File: src/rtl/quad_decoder.sv
// Quadrature encoder front end: 2-flop sync, per-channel glitch filter, X4 decode, illegal detect.
// Define QDEC_ERR_CNT_EN to add the 8-bit saturating err_cnt output.
module quad_decoder #(
   parameter int unsigned FILT_LEN = 4
) (
   input  logic       clk,
   input  logic       reset,
   input  logic       a_in,
   input  logic       b_in,
   input  logic       err_clr,
   output logic       step_en,
   output logic       dir,
   output logic       err
`ifdef QDEC_ERR_CNT_EN
   ,
   output logic [7:0] err_cnt
`endif
);

   localparam int unsigned CntW  = $clog2(FILT_LEN + 1);
   localparam int unsigned InitW = $clog2(FILT_LEN + 3);
   localparam logic [CntW-1:0]  CntMax  = CntW'(FILT_LEN - 1);
   localparam logic [InitW-1:0] InitLen = InitW'(FILT_LEN + 2);

   // Bit 1 is channel A, bit 0 is channel B, so every vector reads as the {A,B} state.
   logic [1:0]           sync1, sync2, filt, prev;
   logic [1:0][CntW-1:0] cnt;
   logic [InitW-1:0]     init_cnt;
   logic                 init, legal, illegal, fwd;
   logic [1:0]           delta;

   assign init    = (init_cnt != InitLen);
   assign delta   = prev ^ filt;
   assign legal   = (delta == 2'b01) || (delta == 2'b10);
   assign illegal = (delta == 2'b11);
   // Forward (00->10->11->01->00) is exactly when the new A differs from the old B.
   assign fwd     = filt[1] ^ prev[0];

   always_ff @(posedge clk) begin
      if (reset) begin
         sync1    <= '0;
         sync2    <= '0;
         filt     <= '0;
         prev     <= '0;
         cnt      <= '0;
         init_cnt <= '0;
         step_en  <= 1'b0;
         dir      <= 1'b0;
         err      <= 1'b0;
      end else begin
         sync1 <= {a_in, b_in};
         sync2 <= sync1;
         prev  <= filt;
         if (init) begin
            // Track the pins unfiltered until the pipeline holds real data.
            init_cnt <= init_cnt + InitW'(1);
            filt     <= sync2;
            cnt      <= '0;
            step_en  <= 1'b0;
            err      <= 1'b0;
         end else begin
            for (int i = 0; i < 2; i++) begin
               if (sync2[i] == filt[i]) begin
                  cnt[i] <= '0;
               end else if (cnt[i] == CntMax) begin
                  filt[i] <= sync2[i];
                  cnt[i]  <= '0;
               end else begin
                  cnt[i] <= cnt[i] + CntW'(1);
               end
            end
            step_en <= legal;
            if (legal) begin
               dir <= fwd;
            end
            if (illegal) begin
               err <= 1'b1;
            end else if (err_clr) begin
               err <= 1'b0;
            end
         end
      end
   end

`ifdef QDEC_ERR_CNT_EN
   always_ff @(posedge clk) begin
      if (reset) begin
         err_cnt <= '0;
      end else if (!init && illegal) begin
         if (err_clr) begin
            err_cnt <= 8'd1;
         end else if (err_cnt != 8'hff) begin
            err_cnt <= err_cnt + 8'd1;
         end
      end else if (err_clr) begin
         err_cnt <= '0;
      end
   end
`endif

endmodule

File: config.mk
export PLATFORM = sky130hd
export DESIGN_NAME = quad_decoder
export DESIGN_NICKNAME = d
export VERILOG_FILES = /design/src/rtl/quad_decoder.sv
export SDC_FILE = /design/constraint.sdc
export NUM_CORES = 1
export LEC_CHECK = 0
export BUFFER_PORTS_ARGS = -buffer_cell sky130_fd_sc_hd__buf_2
export CORE_ASPECT_RATIO = 1.25
export CORE_MARGIN = 5
export CORE_UTILIZATION = 50
export DETAILED_ROUTE_END_ITERATION = 10
export GPL_TIMING_DRIVEN = 1
export PLACE_DENSITY = 0.79
export SETUP_SLACK_MARGIN = 0.5
export SYNTH_ARGS = -nofsm -noshare
export SYNTH_HDL_FRONTEND = slang
export SYNTH_SLANG_ARGS = --single-unit
File: constraint.sdc
create_clock -name clk -period 1.7 [get_ports clk]
set_clock_uncertainty 0.2 [all_clocks]
set_input_delay 0.34 -clock clk [delete_from_list [all_inputs] [get_ports clk]]
set_output_delay 0.34 -clock clk [all_outputs]
set_load 0.01 [all_outputs]
== Word level (Yosys, flattened, before mapping) ==
Cells that the tools add are included.
Storage, ports and cells
  output and inout port bits: 3
  word-level logic and storage cells: 44
  input bits: 5
  register bits after elaboration: 20
Operators by class
  $add $sub $neg: 3
  reductions and logical operators: 10
  eq/ne operators: 10
  multiplexer cells: 7
  bitwise logic cells: 3
Operators by type and width (number)
  $add A3 B1 Y3 const B: 3
  $reduce_or A4 Y1: 2
  $eq A3 B2 Y1 const B: 2
  $mux W1: 6
  $reduce_and A2 Y1: 3
  $reduce_bool A2 Y1: 3
  $eq A2 B2 Y1 const B: 2
  $ne A2 B2 Y1 const B: 2
  $ne A3 B3 Y1 const B: 1
  $eq A1 B1 Y1: 2
  $eq A2 B1 Y1 const B: 1
  $mux W2: 1
  $reduce_or A2 Y1: 1
  $xor A2 B2 Y2: 1
  $logic_or A1 B1 Y1: 1
  $not A1 Y1: 1
  $xor A1 B1 Y1: 1

== Logic depth before layout (Yosys ltp) ==
  depth in word-level cells: 4
  mapped depth: 5
  gate-level depth less buffers: 4

== Worst setup path before layout ==
Ideal clock, no wire load.
  path kind: register to register
  from: register init_cnt[0]
  to: register filt[1]
  arrival: 1.123 ns
  setup slack: 0.256 ns
  data required time: 1.379 ns
  stages on the path, launching flop included: 6
  period minus slack after synthesis: 1.444 ns
  path through: dfxtp_1 -> inv_1 -> ha_1 -> buf_4 -> nand3b_1 -> mux2_2
On the way
  longest elaborated chain between the ends: 3
  elaborated cells between the ends (all ways): 5
  those cells by class: 2 x eq/ne; 1 x mux; 2 x reduce/logical
Ends and longest elaborated chain
  start, declared: line 28  | logic [InitW-1:0] init_cnt;
  start signal, assigned: line 56  | init_cnt <= init_cnt + InitW'(1);
  $ne A3 B3 Y1 *: line 32  | assign init = (init_cnt != InitLen);
  $ne A2 B2 Y1 (no line) or $reduce_bool A2 Y1 (tied branches)
  $reduce_and A2 Y1 (no line)
  end signal, assigned: line 57  | filt <= sync2;
  end signal, assigned by index: line 66  | filt[i] <= sync2[i];
  end, declared: line 26  | logic [1:0] sync1, sync2, filt, prev;
Mark *: on every way between the ends. The rest lies on a longest branch, timed or not.
A chain may end at the register's enable or synchronous reset.

== Final worst setup path ==
  from: register filt[1]
  to: register dir
On the way
  longest elaborated chain between the ends: 4
  elaborated cells between the ends (all ways): 6
  those cells by class: 2 x eq/ne; 2 x bitwise; 2 x reduce/logical
Ends and longest elaborated chain
  $xor A2 B2 Y2 *: line 33  | assign delta = prev ^ filt;
  $eq A2 B1 Y1 or $eq A2 B2 Y1 (tied branches): line 34  | assign legal = (delta == 2'b01) || (delta == 2'b10);
  $logic_or A1 B1 Y1 *: line 34
  net legal: line 29  | logic init, legal, illegal, fwd;
  $reduce_and A2 Y1 (no line) *
  end signal, assigned: line 74  | dir <= fwd;
  end, declared: line 12  | output logic dir,
Mark *: on every way through the listed nets, which the timed path passes. The rest lies on a longest branch.

==> impl_metrics.prom <==
# TYPE chip_impl_metric gauge
chip_impl_metric{name="yosysWarningCount",unit=""} 0
chip_impl_metric{name="finalHoldViolations",unit=""} 0
chip_impl_metric{name="area_of_all_sequential_standard_cells",unit="sq um"} 417
chip_impl_info{name="status",value="finished, final reports clean"} 1
chip_impl_info{name="crit_path_cell_trace",value="xor2_1 > ha_1 > and3_4 > a211oi_2"} 1
chip_impl_metric{name="cts_num_sinks",unit=""} 20
chip_impl_metric{name="leakage",unit="uW"} 0.000471
chip_impl_metric{name="cell_internal_pwr",unit="uW"} 665
chip_impl_metric{name="num_vias",unit=""} 565
chip_impl_metric{name="power_switching",unit="uW"} 193
chip_impl_metric{name="avgViaCountPerCell",unit=""} 5.23
chip_impl_metric{name="final_max_slew_viol_count",unit=""} 0
chip_impl_metric{name="synth-edff-count",unit=""} 0
chip_impl_metric{name="synthArstFlopShare",unit=""} 0
chip_impl_metric{name="io_pins",unit=""} 8
chip_impl_metric{name="ys_types",unit=""} 24
chip_impl_metric{name="fillCellCount",unit=""} 118
chip_impl_metric{name="clk_pin_slew",unit="ns"} 0.11
chip_impl_metric{name="synth.cell_area",unit="sq um"} 845
chip_impl_info{name="yosys_most_used_dff",value="sky130_fd_sc_hd__dfxtp_1"} 1
chip_impl_metric{name="power_frac_seq",unit=""} 0.578
chip_impl_metric{name="hpwlAfterDp",unit="microns"} 872
chip_impl_info{name="clock_tree_from_tritoncts",value="built"} 1
chip_impl_info{name="standard_cell_with_the_maximum_stage_delay_on_the_critical_path",value="sky130_fd_sc_hd__dfxtp_4"} 1
chip_impl_metric{name="synth_seq_area_share",unit=""} 0.474
chip_impl_metric{name="worst_slew_pin_slew",unit="ns"} 0.407
chip_impl_metric{name="syn2layout_area_growth",unit="%"} 32.7
chip_impl_metric{name="gp_congestion",unit=""} 0.658
chip_impl_metric{name="utilization",unit=""} 0.709
chip_impl_metric{name="drc_errors",unit=""} 0
chip_impl_metric{name="totalNegativeSetupSlack",unit="ns"} 0
chip_impl_metric{name="drt_iter0_drc",unit=""} 2
chip_impl_metric{name="clock_path_buffers",unit=""} 2
chip_impl_metric{name="wl_met2",unit="microns"} 702
chip_impl_metric{name="holdBufCountCts",unit=""} 0
chip_impl_metric{name="multi_input_area",unit="sq um"} 522
chip_impl_metric{name="via_count_of_the_first_global_routing_pass",unit=""} 543
chip_impl_metric{name="die_area",unit="sq um"} 2620
chip_impl_metric{name="worstSkewPairLatency",unit="ns"} 0.30
chip_impl_metric{name="crit_arrival",unit="ns"} 1.47
chip_impl_metric{name="postSynthAreaPerCell",unit="sq um"} 11.4
chip_impl_metric{name="initial_core_util",unit=""} 0.534
chip_impl_metric{name="syn_nets",unit=""} 86
chip_impl_metric{name="worstPathMaxFanout",unit=""} 3
chip_impl_metric{name="wl_met1",unit="microns"} 570
chip_impl_metric{name="grt-ovfl-total",unit=""} 0
chip_impl_info{name="worstSetupStartpointType",value="flip-flop"} 1
chip_impl_metric{name="ctsHtreeMaxLevel",unit=""} 1
chip_impl_metric{name="period_minus_slack",unit="ns"} 1.45
chip_impl_info{name="ctsRootBufferMaster",value="sky130_fd_sc_hd__clkbuf_4"} 1
chip_impl_info{name="final_cell_mix",value="sky130_fd_sc_hd__dfxtp_2 (10), sky130_fd_sc_hd__dfxtp_1 (9), sky130_fd_sc_hd__and2b_2 (7), sky130_fd_sc_hd__buf_4 (7), sky130_fd_sc_hd__buf_2 (6)"} 1
chip_impl_metric{name="core_area",unit="sq um"} 1580
chip_impl_info{name="rsz_0062_raised_after_global_routing",value="yes"} 1
chip_impl_metric{name="grt_first_pass_wirelength",unit="mm"} 2.29
chip_impl_info{name="timing.critical_path.max_delay_family",value="flip-flops"} 1
chip_impl_metric{name="comb_power_share",unit=""} 0.104
chip_impl_metric{name="num_rows",unit=""} 16
chip_impl_metric{name="number_of_antenna_violations_at_the_first_check_in_global_routing",unit=""} 0
chip_impl_metric{name="layout-drive-gt1-share",unit=""} 0.633
chip_impl_metric{name="slew_headroom",unit=""} 0.726
chip_impl_info{name="critical_path_endpoint_category",value="flip-flop"} 1
chip_impl_metric{name="critPathRequiredTime",unit="ns"} 1.72
chip_impl_metric{name="sw_share",unit=""} 0.225
chip_impl_metric{name="fin_nets",unit=""} 103
chip_impl_metric{name="detailroute.wirelength.met3",unit="microns"} 66
chip_impl_info{name="critical_path_class",value="reg2reg"} 1
chip_impl_metric{name="grt_max_degree",unit=""} 14
chip_impl_metric{name="power.share.clock",unit=""} 0.318
chip_impl_info{name="layout.cells.most_common",value="sky130_fd_sc_hd__dfxtp_2"} 1
chip_impl_metric{name="wl_per_cell",unit="microns"} 12.6
chip_impl_metric{name="fp.dieH",unit="microns"} 56.0
chip_impl_metric{name="fmaxAchievable",unit="MHz"} 691
chip_impl_metric{name="pwr_density_cell",unit="nW/um^2"} 765
chip_impl_metric{name="report.final.setup_viol",unit=""} 0
chip_impl_metric{name="die_x",unit="microns"} 46.8
chip_impl_metric{name="numPortBuffers",unit=""} 7
chip_impl_info{name="holdCritPathClass",value="in2reg"} 1
chip_impl_info{name="top_layer_used",value="met4"} 1
chip_impl_metric{name="wl",unit="mm"} 1.36
chip_impl_metric{name="critPathBufInv",unit=""} 0
chip_impl_metric{name="grt_util_all_layers",unit=""} 0.117
chip_impl_metric{name="maximum_ir_drop_on_the_vdd_rail",unit="mV"} 0.654
chip_impl_metric{name="postSynthRegisterBits",unit=""} 20
chip_impl_metric{name="timing.final.crit_share",unit=""} 0.851
chip_impl_metric{name="netlist_instances",unit=""} 74
chip_impl_metric{name="max_cap_violations",unit=""} 0
chip_impl_metric{name="n_antenna_cell",unit=""} 0
chip_impl_metric{name="first_pass_iters",unit=""} 3
chip_impl_metric{name="cts_buffers",unit=""} 3
chip_impl_metric{name="crit_path_max_incr_delay",unit="ns"} 0.36
chip_impl_metric{name="drtAntennaViolNets",unit=""} 0
metal layers:
metal  GRT usage  vias to the layer above
li1            -                      284
met4      0.0474                        0
met2       0.183                       10
met5           0                        -
met1       0.143                      267
met3      0.0388                        4
layout make-up:
type | instances | share of cell area
multi-input combinational | 46 | 0.465
sequential | 20 | 0.372
timing repair buffer | 15 | 0.0937
clock buffer | 4 | 0.0324
tap | 18 | 0.0201
inverter | 5 | 0.0167
power groups by stage:
| stage | registers (uW) | clock network, uW | logic, uW |
|---|---|---|---|
| 2_1_floorplan | 503 | 0 | 57.9 |
| 3_3_place_gp | 508 | 0 | 58.3 |
| 3_5_place_dp | 509 | 0 | 62.2 |
| 4_1_cts | 495 | 277 | 84.4 |
| 5_1_grt | 498 | 307 | 101 |
| 6_report | 496 | 273 | 89.6 |
cells by family (layout without fill, tap and decap cells):
| family | after synthesis | count (layout) | share of synthesized area |
|---|---|---|---|
| AO/OA/AOI/OAI | 7 | 7 | 0.0518 |
| buffers and inverters | 8 | 24 | 0.0533 |
| flip-flops | 20 | 20 | 0.474 |
| adder cells (fa/ha/maj) | 7 | 7 | 0.104 |
| XOR/XNOR | 5 | 5 | 0.0519 |
| AND/OR/NAND/NOR | 25 | 25 | 0.239 |
| multiplexers | 2 | 2 | 0.0267 |
cells in the mapped netlist, drive strengths merged, types with 2 or more instances:
cell type | instances | area (sq um)
a21o | 2 | 15.0
buf | 3 | 26.3
nor4b | 2 | 30.0
mux2 | 2 | 22.5
inv | 5 | 18.8
and2b | 7 | 61.3
xor2 | 2 | 17.5
a21oi | 3 | 15.0
nor2 | 2 | 7.51
nor4 | 4 | 25.0
xnor2 | 3 | 26.3
dfxtp | 20 | 400
nand3 | 2 | 10.0
ha | 7 | 87.6
nand3b | 3 | 35.0
through the flow:
stage / total power, uW / hold slack, ns / worst slack [ns] / cells / area [sq um]
floorplan: 561 / 0.189 / 0.296 / 74 / 898
global placement: 567 / 0.198 / 0.246 / 96 / 926
detailed placement: 572 / 0.201 / 0.217 / 96 / 926
CTS: 856 / 0.0536 / 0.272 / 107 / 1070
global route: 907 / 0.0449 / 0.166 / 108 / 1120
finish: 858 / 0.0562 / 0.253 / 108 / 1120
repair_timing:
item / CTS / global route
endpoints found under the hold margin: 0 / 0
resized for setup: 13 / 8
endpoints found under the setup margin: 13 / 17
buffers inserted: 7 / 1
pin swaps: 2 / 3
registers in the layout (all words and copies together), names as in the netlist:
name / flops
cnt: 6
sync2: 2
dir: 1
prev: 2
filt: 2
step_en: 1
init_cnt: 3
sync1: 2
err: 1
final timing paths:
kind                               from  endpoint  slack [ns]  cells after the start
worst max-delay path            filt[1]       dir        0.25                      4
worst min-delay path               a_in  sync1[1]        0.06                      2
worst max register to register  filt[1]       dir        0.25                      4
worst min register to register   cnt[0]    cnt[0]        0.24                      1
Power figures use the tool's default switching activity.
